File: src/rtl/mem_port_arbiter_pkg.sv
// Shared constants for the unified instruction/data memory port arbiter:
// FSM state codes, memory access codes and the starvation counter width.
package mem_port_arbiter_pkg;
  localparam int ARB_STATE_WIDTH = 2;
  localparam logic [ARB_STATE_WIDTH-1:0] ARB_IDLE   = 2'd0;
  localparam logic [ARB_STATE_WIDTH-1:0] ARB_BUSY_I = 2'd1;
  localparam logic [ARB_STATE_WIDTH-1:0] ARB_BUSY_D = 2'd2;

  localparam int MEM_ACCESS_WIDTH = 3;
  localparam logic [MEM_ACCESS_WIDTH-1:0] MEM_ACCESS_WORD = 3'b010;

  localparam int WAIT_WIDTH = 4;

  typedef logic [MEM_ACCESS_WIDTH-1:0] mem_access_t;
endpackage

File: src/rtl/mem_port_arbiter_starvation_counter.sv
// Saturating count of consecutive cycles a fetch request has waited without
// a grant; the saturated flag lets fetch win a tie against data.
module starvation_counter
  import mem_port_arbiter_pkg::*;
#(
  parameter int MAX_WAIT = 4
) (
  input  logic                  clk,
  input  logic                  rst,
  input  logic                  inc,
  input  logic                  clr,
  output logic [WAIT_WIDTH-1:0] count,
  output logic                  saturated
);
  assign saturated = (count == WAIT_WIDTH'(MAX_WAIT));

  always_ff @(posedge clk) begin
    if (rst || clr) begin
      count <= '0;
    end else if (inc && !saturated) begin
      count <= count + WAIT_WIDTH'(1);
    end
  end
endmodule

File: src/rtl/mem_port_arbiter.sv
// Shares one single-ported memory between instruction fetch and load/store.
// One transaction outstanding at a time; data wins ties unless fetch has starved.
//
// Handshake: a requester raises xReq and holds its request fields stable until
// xGnt pulses (issue cycle). xValid pulses LATENCY+1 cycles after xGnt, with
// xData updated for fetches/loads; a req still high after its gnt is a new one.
module mem_port_arbiter
  import mem_port_arbiter_pkg::*;
#(
  parameter int N        = 32,
  parameter int LATENCY  = 1,
  parameter int MAX_WAIT = 4
) (
  input  logic                       clk,
  input  logic                       rst,
  input  logic                       iReq,
  input  logic [N-1:0]               iAddr,
  output logic                       iGnt,
  output logic                       iValid,
  output logic [N-1:0]               iData,
  input  logic                       dReq,
  input  logic                       dWe,
  input  logic [N-1:0]               dAddr,
  input  logic [N-1:0]               dWrData,
  input  mem_access_t                dAccess,
  output logic                       dGnt,
  output logic                       dValid,
  output logic [N-1:0]               dData,
  output logic                       memRdEna,
  output logic                       memWrEna,
  output logic [N-1:0]               memAddr,
  output logic [N-1:0]               memWrData,
  output mem_access_t                memAccess,
  input  logic [N-1:0]               memRdData,
  output logic [ARB_STATE_WIDTH-1:0] dbg_state,
  output logic [WAIT_WIDTH-1:0]      dbg_wait
);
  localparam logic [2:0] LAT = 3'(LATENCY);

  logic [ARB_STATE_WIDTH-1:0] state;
  logic [2:0]                 lat_cnt;
  logic                       d_store;
  logic                       wait_sat;

  starvation_counter #(.MAX_WAIT(MAX_WAIT)) u_starve (
    .clk       (clk),
    .rst       (rst),
    .inc       (iReq && !iGnt),
    .clr       (iGnt || !iReq),
    .count     (dbg_wait),
    .saturated (wait_sat)
  );

  // Grants are only possible in IDLE and never while reset is asserted.
  always_comb begin
    iGnt = 1'b0;
    dGnt = 1'b0;
    if (!rst && state == ARB_IDLE) begin
      if (dReq && !(iReq && wait_sat)) begin
        dGnt = 1'b1;
      end else if (iReq) begin
        iGnt = 1'b1;
      end
    end
  end

  always_comb begin
    memRdEna  = 1'b0;
    memWrEna  = 1'b0;
    memAddr   = '0;
    memWrData = '0;
    memAccess = '0;
    if (iGnt) begin
      memRdEna  = 1'b1;
      memAddr   = iAddr;
      memAccess = MEM_ACCESS_WORD;
    end else if (dGnt) begin
      memAddr   = dAddr;
      memAccess = dAccess;
      if (dWe) begin
        memWrEna  = 1'b1;
        memWrData = dWrData;
      end else begin
        memRdEna = 1'b1;
      end
    end
  end

  always_ff @(posedge clk) begin
    if (rst) begin
      state   <= ARB_IDLE;
      lat_cnt <= '0;
      d_store <= 1'b0;
      iValid  <= 1'b0;
      dValid  <= 1'b0;
      iData   <= '0;
      dData   <= '0;
    end else begin
      iValid <= 1'b0;
      dValid <= 1'b0;
      case (state)
        ARB_IDLE: begin
          if (iGnt) begin
            state   <= ARB_BUSY_I;
            lat_cnt <= 3'd1;
          end else if (dGnt) begin
            state   <= ARB_BUSY_D;
            lat_cnt <= 3'd1;
            d_store <= dWe;
          end
        end
        ARB_BUSY_I, ARB_BUSY_D: begin
          // memRdData is valid in the last busy cycle; capture at its closing edge.
          if (lat_cnt == LAT) begin
            state   <= ARB_IDLE;
            lat_cnt <= '0;
            if (state == ARB_BUSY_I) begin
              iValid <= 1'b1;
              iData  <= memRdData;
            end else begin
              dValid <= 1'b1;
              if (!d_store) dData <= memRdData;
            end
          end else begin
            lat_cnt <= lat_cnt + 3'd1;
          end
        end
        default: state <= ARB_IDLE;
      endcase
    end
  end

  assign dbg_state = state;
endmodule

File: config.mk
export PLATFORM = sky130hd
export DESIGN_NAME = mem_port_arbiter
export DESIGN_NICKNAME = d
export VERILOG_FILES = /design/src/rtl/mem_port_arbiter_pkg.sv /design/src/rtl/mem_port_arbiter_starvation_counter.sv /design/src/rtl/mem_port_arbiter.sv
export SDC_FILE = /design/constraint.sdc
export NUM_CORES = 1
export LEC_CHECK = 0
export ABC_AREA = 1
export BUFFER_PORTS_ARGS = -buffer_cell sky130_fd_sc_hd__buf_2
export CAP_MARGIN = 25
export CORE_AREA = 2 2 107 109
export CTS_BUF_LIST = sky130_fd_sc_hd__clkbuf_4 sky130_fd_sc_hd__clkbuf_8 sky130_fd_sc_hd__clkbuf_16
export DETAILED_ROUTE_END_ITERATION = 8
export DIE_AREA = 0 0 109 111
export GPL_ROUTABILITY_DRIVEN = 0
export HOLD_SLACK_MARGIN = 0.08
export PLACE_DENSITY_LB_ADDON = 0.12
export SKIP_LAST_GASP = 1
export SLEW_MARGIN = 20
export SYNTH_ARGS = -nofsm -noshare
export SYNTH_HDL_FRONTEND = slang
export SYNTH_HIERARCHICAL = 1
export SYNTH_SLANG_ARGS = --single-unit
File: constraint.sdc
create_clock -name clk -period 1.9 [get_ports clk]
set_clock_uncertainty 0.15 [all_clocks]
set_input_delay 0.19 -clock clk [delete_from_list [all_inputs] [get_ports clk]]
set_output_delay 0.19 -clock clk [all_outputs]
set_load 0.01 [all_outputs]
# After elaboration in Yosys (flattened, before gate mapping)

Cells that the tools add are included.

Word-level logic and storage cells: 70
Register bits after elaboration: 76
Bits of input ports: 136

$add $sub $neg: 2
Mux-type cells: 28
Reductions and logical operators: 21
Bitwise operators: 5
Eq/ne operators: 6

Operators with widths:

| kind                | number |
|---|---|
| $mux 32             | 5 |
| $mux 3              | 5 |
| $mux 1              | 13 |
| $mux 2              | 3 |
| $pmux 3 s2          | 1 |
| $reduce_and 3->1    | 2 |
| $logic_and 1x1->1   | 5 |
| $logic_not 1->1     | 5 |
| $not 1->1           | 5 |
| $add 4x1->4 const B | 1 |
| $eq 4x3->1 const B  | 1 |
| $pmux 2 s2          | 1 |
| $reduce_and 2->1    | 2 |
| $reduce_and 4->1    | 1 |
| $add 3x1->3 const B | 1 |
| $eq 3x1->1 const B  | 1 |
| $ne 3x3->1 const B  | 1 |
| $reduce_or 3->1     | 1 |
| $eq 2x1->1 const B  | 1 |
| $eq 2x2->1 const B  | 1 |
| $logic_not 2->1     | 1 |
| $logic_or 1x1->1    | 2 |
| $ne 2x2->1 const B  | 1 |
| $reduce_bool 2->1   | 1 |
| $reduce_or 2->1     | 1 |

# Longest topological paths before layout

Gate-level depths: netlist of the first run.

Depth in word-level cells: 9
Depth in mapped cells: 14
Mapped depth without buffers: 13

# Hierarchy

The synthesis of the first run kept the hierarchy.

By module, submodules not included:

| module             | area an instance (sq um) | instances | cells an instance |
|---|---|---|---|
| mem_port_arbiter   | 3293.2                   | 1         | 458 |
| starvation_counter | 242.7                    | 1         | 36 |

# Worst setup path after synthesis of the first run

Ideal clock, no wire load.

Kind: flip-flop to flip-flop
Start point: reg u_starve.count[0]
End point: reg u_starve.count[0]
Cell stages (with the launch flop): 15
Setup time: 0.064 ns
Buffers on the path: 1
Required time: 1.686 ns
Path slack: -0.175 ns
Arrival: 1.861 ns
Cell sequence: dfxtp_1 inv_1 ha_1 nand3_2 inv_1 nand2_1 nand2_1 nand2_1 inv_2 buf_2 nor2_1 inv_1 nor2_1 o21ai_0 nor2_1

Cells in the longest elaborated chain, start to end: 9
Elaborated cells between the ends (all ways): 13

Ends and longest elaborated chain:

| item                   | line                                      | RTL |
|---|---|---|
| from (decl)            | mem_port_arbiter_starvation_counter.sv:12 | `output logic [WAIT_WIDTH-1:0] count,` |
| from (signal assigned) | mem_port_arbiter_starvation_counter.sv:21 | `count <= count + WAIT_WIDTH'(1);` |
| $eq 4x3->1 (*)         | mem_port_arbiter_starvation_counter.sv:15 | `assign saturated = (count == WAIT_WIDTH'(MAX_WAIT));` |
| net wait_sat           | mem_port_arbiter.sv:43                    | `logic wait_sat;` |
| $logic_and 1x1->1 (*)  | mem_port_arbiter.sv:59                    | `if (dReq && !(iReq && wait_sat)) begin` |
| $logic_not 1->1 (*)    | mem_port_arbiter.sv:59                    |  |
| $logic_and 1x1->1 (*)  | mem_port_arbiter.sv:59                    |  |
| $mux 1 (*)             | mem_port_arbiter.sv:59                    |  |
| $mux 1 (*)             | mem_port_arbiter.sv:58                    | `if (!rst && state == ARB_IDLE) begin` |
| net iGnt               | mem_port_arbiter.sv:18                    | `output logic iGnt,` |
| $logic_not 1->1        | mem_port_arbiter.sv:48                    | `.inc (iReq && !iGnt),` |
| $logic_and 1x1->1      | mem_port_arbiter.sv:48                    |  |
| $logic_and 1x1->1      | mem_port_arbiter_starvation_counter.sv:20 | `end else if (inc && !saturated) begin` |

Mark *: on every way through the listed nets, which the timed path passes. The rest lies on a longest branch.
A chain may end at the register's enable or synchronous reset.

# Worst setup path in the final report of the first run

Start point: reg u_starve.count[0]
End point: out memAddr[21]

Cells in the longest elaborated chain, start to end: 8
Elaborated cells between the ends (all ways): 10

Ends and longest elaborated chain:

| item                  | line                                      | RTL |
|---|---|---|
| $eq 4x3->1 (*)        | mem_port_arbiter_starvation_counter.sv:15 |  |
| net wait_sat          | mem_port_arbiter.sv:43                    |  |
| $logic_and 1x1->1 (*) | mem_port_arbiter.sv:59                    |  |
| $logic_not 1->1 (*)   | mem_port_arbiter.sv:59                    |  |
| $logic_and 1x1->1 (*) | mem_port_arbiter.sv:59                    |  |
| $mux 1                | mem_port_arbiter.sv:59                    |  |
| $mux 1                | mem_port_arbiter.sv:58                    |  |
| $mux 32               | mem_port_arbiter.sv:77                    | `end else if (dGnt) begin` |
| $mux 32 (*)           | mem_port_arbiter.sv:73                    | `if (iGnt) begin` |
| to (decl)             | mem_port_arbiter.sv:31                    | `output logic [N-1:0] memAddr,` |

Marked as above.

==> reports/metrics.cfg, run 1 <==
[status]
outcome=finished with violations
violations=negative setup slack

[route]
ant_nets=0
first_pass_iters=5
wl_per_cell_um=15.8
num_vias=4549
wirelength_mm=15.4
vias_per_cell=4.68
first_iter_violations=296
post-route-drc-count=0

[die]
fp-row-count=39
boundaryPins=279
die_w_um=109
initial_utilization=0.319
die-area_mm2=0.0121
core_mm2=0.0111
die_y_um=111

[global_routing]
antenna_found_initial=1
grt_pass1_wl_mm=22.3
grt_max_degree=38
grt_overflow_total=0
grt_util_all_layers=0.242
grt_pass1_vias=4395

[placed_design]
portBuffers=278
dp_hpwl_mm=11.1
dpl_cell_area_mm2=0.00522
place_ws_ns=-0.102

[sta]
grt_setup_unrepaired=yes
finalHoldViolCount=0
fmax_ghz=0.463
setup_ws_ns=-0.258
setup_viol=70
finalCritPeriodShare=1.14
period_needed_ns=2.16
worstMarginPinSlew_ns=0.464
drv_slew=0
relSlewSlack=0.690

[finish]
drive_gt1_frac=0.478
area.growth.synth_to_final_pct=83.1
utilization=0.584
seq_area_mm2=0.00153
fin_area_mm2=0.00647
nFillCells=1013
nets=964
multiInputGateArea_mm2=0.00189

[synthesis]
synth_edf_count=0
synth-async-reset-ratio=0
synth_top_area_cell=dfxtp_1
ys_types=25
syn-instance-count=494
ys_seq_area_frac=0.430
synth_area_mm2=0.00354
syn-num-nets=634
synthTopCellsByArea=dfxtp_1 43%, nor2_1 12%, a22o_1 7.9%, o21ai_0 7.5%, nand2_1 5.9%
yosys_warnings=6
yosys.area.top_type_share=0.430
synth_ff_type=dfxtp_1
ys_ff_latch=76
avgSynthCellArea_um2=7.16

[worst_setup_path]
critPathKind=reg2out
rr_worst_depth=12
crit_required_ns=1.56
r2r_setup_slack_ns=0.07
start_kind=flop
path_max_fanout=7
arrival_ns=1.82
timing.rr.start=u_starve/count[0]$_SDFFE_PP0P_
r2r_end=dbg_state[1]$_SDFFE_PP0P_
endpoint_kind=primary output

[hold_path]
holdPathEnd=u_starve/count[1]$_SDFFE_PP0P_
worstHoldStart=iReq
hold_depth=6
hold_path.class=in2reg

[clock_network]
numCtsBuffers=9
clock_latency_ns=0.32
cts_buffer_depth=2
clockRootBuffer=clkbuf_16
path_clk_slew_ns=0.06
cts_tree=yes
cts_max_level=3
cts.sinks=76

[power_and_ir_drop]
power.density_mw_per_mm2=676
p_leak_uw=0.00331
max-vdd-ir-drop_mv=0.435

[run]
drv_cap=0

==> logic make-up (layout without fill, tap and decap cells) <==
kind of cell	Yosys count	in the layout	synth area share
xor gates and xnor gates	1	1	0.00248
DFF	76	76	0.430
other	0	1	0
AOI/OAI and AO/OA	138	138	0.231
adders and majority gates	4	4	0.0142
and+or+nand+nor	186	187	0.217
buffers and inverters	89	423	0.105
==> through the flow <==
step | hold WS [ns] | total power, µW | TNS [ns] | instances
finish | 0.258 | 4370 | -14.48 | 973
global route | 0.276 | 4580 | -22.73 | 972
CTS | 0.220 | 4380 | -16.90 | 968
detailed placement | 0.283 | 2440 | -2.72 | 909
global placement | 0.275 | 2430 | -0.592 | 909
floorplan | 0.109 | 2050 | 0 | 494
==> area by class of cell <==
cell class,instances,share of cell area
repair buffers,351,0.363
multi-input cells,330,0.292
flip-flops and latches,76,0.236
clock buffers,11,0.0390
inverters,56,0.0336
well taps,143,0.0276
clock inverters,5,0.00909
diodes,1,0.000387
==> Yosys cell counts (3+ instances only) <==
| cell type | n |
|---|---|
| dfxtp_1 | 76 |
| nand2_1 | 56 |
| ha_1 | 4 |
| nand3_2 | 3 |
| nor2_1 | 111 |
| clkbuf_1 | 13 |
| o21ai_1 | 14 |
| a21oi_1 | 38 |
| o21ai_0 | 53 |
| nand4_1 | 4 |
| inv_2 | 6 |
| nand3_1 | 6 |
| inv_1 | 50 |
| buf_4 | 6 |
| a22o_1 | 32 |
| buf_2 | 13 |
==> layer usage <==
layer	wire length (µm)	track usage	up-vias
li1	-	-	2264
met1	6040	0.272	2052
met2	7560	0.416	199
met3	1260	0.0653	34
met4	535	0.112	0
met5	0	0	-
==> how the worst max path moves through the flow <==
stage | start | endpoint | slack, ns | cells after the start
after floorplan | u_starve/count[0]$_SDFFE_PP0P_ | u_starve/count[0]$_SDFFE_PP0P_ | 0.009 | 14
final | u_starve/count[0]$_SDFFE_PP0P_ | memAddr[21] | -0.26 | 11
after global placement | u_starve/count[0]$_SDFFE_PP0P_ | memAddr[21] | -0.08 | 10
after CTS | u_starve/count[0]$_SDFFE_PP0P_ | memRdEna | -0.28 | 10
after global routing | u_starve/count[0]$_SDFFE_PP0P_ | memWrEna | -0.35 | 12
after detailed placement | u_starve/count[0]$_SDFFE_PP0P_ | memAddr[8] | -0.10 | 10
==> state kept, by name (all words and copies together), names as in the netlist <==
name and flops:
u_starve/count 4, d_store 1, dData 32, lat_cnt 3, dValid 1, iData 32
dbg_state 2, iValid 1
==> placed cells by master (no fill, tap or decap), types with 2 or more instances in the layout <==
master,Yosys,routed
o21ai_0,53,49
clkbuf_8,0,2
nand2_2,1,6
dfxtp_1,76,72
a22o_4,0,9
nand4_1,4,4
nor2_2,1,12
buf_2,13,251
inv_1,50,45
clkbuf_16,0,10
nor2_1,111,90
dfxtp_2,0,4
nand3_1,6,5
ha_4,0,2
ha_1,4,2
nor2_4,1,12
buf_6,0,30
o21ai_1,14,18
buf_16,0,2
a22o_1,32,23
buf_4,6,25
nand2_1,56,51
inv_2,6,9
dlygate4sd3_1,0,35
clkinvlp_4,0,2
a21oi_1,38,37
nand3_2,3,3
buf_12,0,6
==> where the power goes <==
group	switching, µW	leakage (µW)	internal [µW]
Combinational	479	0.00255	479
Sequential	27.3	0.000616	1650
Clock	649	0.000148	1090
==> repair_timing <==
item,4_1_cts,5_1_grt
endpoints found under the setup margin,105,117
gates resized for setup,79,32
hold buffers,35,0
hold endpoints to repair,69,0
cloned,3,2
pin swaps,5,5
setup buffers,5,2
==> critical path: stages (launching register included) <==
cell       delay, ns
dfxtp_2         0.33
inv_2           0.05
ha_4            0.16
nand3_4         0.06
inv_2           0.04
nand2_2         0.05
nand2_1         0.06
nand2_2         0.09
clkinv_4        0.11
clkbuf_16       0.18
a22o_4          0.24
buf_6           0.13
(Power assumes the default switching activity.)
==> inputs of run 2 (changes only) <==
==> constraint.sdc (replaced) <==
create_clock -name clk -period 1.9 [get_ports clk]
set_clock_uncertainty 0.15 [all_clocks]
set_input_delay 0.57 -clock clk [delete_from_list [all_inputs] [get_ports clk]]
set_output_delay 0.57 -clock clk [all_outputs]
set_load 0.01 [all_outputs]
==> run 2 against run 1 <==
  * The flow still finishes with violations (negative setup slack)
  * Global-route usage fell by 2.2 points
  * Sequential share of layout area is 0.61 points higher
  * Wire length fell by 6.7%
  * Sequential power about the same
  * First-iteration DRC count shrank 25%
  * Setup slack lost 0.46 ns
  * Critical path depth did not move
  * Critical path type unchanged
  * Critical endpoint is now memWrData[16]
  * Largest cell class unchanged
==> reports/metrics.cfg, run 2 (same netlist as run 1, synthesis figures left out) <==
[worst_setup_path]
critPathTopFamily=buffers and inverters
start_kind=flop
arrival_ns=1.90
critPathKind=reg2out
slowest_stage=dfxtp_4
path_max_fanout=6
slowest_delay_ns=0.36
endpoint_kind=primary output
crit_required_ns=1.18
crit_top_cell=buf_12
cp_cell_sequence=inv_4 -> ha_4 -> nand3_4 -> inv_2 -> nand2_2 -> nand4_1 -> buf_4 -> buf_12 -> buf_12 -> nor2_1 -> buf_2
cp_num_buf_inv=6
r2r_setup_slack_ns=-0.01

[sta]
worstMarginPinSlew_ns=0.371
finalHoldViolCount=0
grt_setup_unrepaired=yes
relSlewSlack=0.753
setup_ws_ns=-0.716
fmax_ghz=0.382
finalCritPeriodShare=1.38
period_needed_ns=2.62
holdWs_ns=0.287
setup_viol=73
drv_slew=0

[hold_path]
hold_path.class=reg2reg

[placed_design]
dp_hpwl_mm=10.7
dpl_cell_area_mm2=0.00555
portBuffers=278

[status]
outcome=finished with violations
violations=negative setup slack

[route]
post-route-drc-count=0
ant_nets=0
first_iter_violations=223
wl_per_cell_um=15.1
first_pass_iters=4
num_vias=4425
wirelength_mm=14.4
vias_per_cell=4.64

[finish]
nFillCells=1053
fin_area_mm2=0.00633
final_common_cell=buf_2
drive_gt1_frac=0.510
nets=943
layout_common_cells=250 x buf_2, 78 x nor2_1, 72 x dfxtp_1
reg_top3=dData x32, iData x32, u_starve/count x4
area.growth.synth_to_final_pct=79.1
multiInputGateArea_mm2=0.00192
seq_area_mm2=0.00153

[power_and_ir_drop]
swShare=0.264
p_int_uw=3260
switchingPower_uw=1170
p_comb_frac=0.208
power.density_mw_per_mm2=699
p_seq_frac=0.378
max-vdd-ir-drop_mv=0.466
p_leak_uw=0.00322
pwr-share-clk=0.413
power_uw=4420

[clock_network]
clock_latency_ns=0.33
numCtsBuffers=9
cts.sinks=76
cts_hold_buf=0
cts_tree=yes
cts_max_level=3
clockRootBuffer=clkbuf_16
path_clk_slew_ns=0.06
cts_buffer_depth=2

[global_routing]
grt_overflow_total=0
antenna_found_initial=2
grt_pass1_wl_mm=20.7
grt_util_all_layers=0.220
grt_max_degree=43
grt_pass1_vias=4158

[die]
initial_utilization=0.319
die_w_um=109
die_y_um=111
die-area_mm2=0.0121
fp-row-count=39
boundaryPins=279
core_mm2=0.0111

[run]
drv_cap=0

==> run 2: cell count changes in the layout (fill, tap and decap cells not counted), sizes merged <==
cell	before	now
dlygate4sd3	35	0
buf	315	329
clkinvlp	2	0
inv	56	58
bufinv	1	2
clkbuf	12	11
clkinv	2	3
diode	1	2
nor2	114	113
==> run 2: worst min-delay path, stage by stage, from the launching register on <==
cell and delay, ns:
dfxtp_1 0.30, inv_1 0.04, a21oi_1 0.04
==> run 2: layout make-up <==
cell class / instances / share of cell area
diodes: 2 / 0.000791
clock buffers: 9 / 0.0356
clock inverters: 7 / 0.0154
inverters: 56 / 0.0356
multi-input cells: 329 / 0.303
flip-flops and latches: 76 / 0.242
well taps: 143 / 0.0283
repair buffers: 331 / 0.340
==> run 2: repair_timing <==
item                                    4_1_cts  5_1_grt
buffers inserted                              8        4
cloned                                        3        2
pin swaps                                     3        7
endpoints found under the setup margin       73       94
resized for setup                            39       26
==> run 2: power by group through the flow <==
stage          Sequential [µW]  Combinational [µW]  Clock (µW)
2_1_floorplan             1730                 382           0
3_3_place_gp              1710                 800           0
3_5_place_dp              1710                 806           0
4_1_cts                   1670                 875        1880
5_1_grt                   1680                 995        1950
6_report                  1670                 922        1830
==> run 2: path summary, 6_finish.rpt <==
path | end | from | depth (start not counted)
hold reg to reg | dData[29]$_SDFFE_PP0P_ | dData[29]$_SDFFE_PP0P_ | 2
setup / recovery | memWrData[16] | u_starve/count[0]$_SDFFE_PP0P_ | 11
hold / removal | dData[29]$_SDFFE_PP0P_ | dData[29]$_SDFFE_PP0P_ | 2
setup reg to reg | dbg_state[1]$_SDFFE_PP0P_ | u_starve/count[0]$_SDFFE_PP0P_ | 13
==> run 2: per-layer routing <==
layer	up-vias	track usage	wire, µm
met2	175	0.396	7390
met3	29	0.0611	1180
met4	0	0.0906	490
li1	2224	-	-
met1	1997	0.237	5320
met5	-	0	0
==> run 2: stage by stage <==
stage               worst slack, ns  cells  TNS [ns]   util
finish                       -0.716    953    -45.41  0.572
global route                 -0.783    953    -52.27  0.572
CTS                          -0.701    946    -44.96  0.557
detailed placement           -0.437    920    -27.99  0.501
global placement             -0.385    920    -24.75  0.501
floorplan                    -0.256    494    -13.52      -
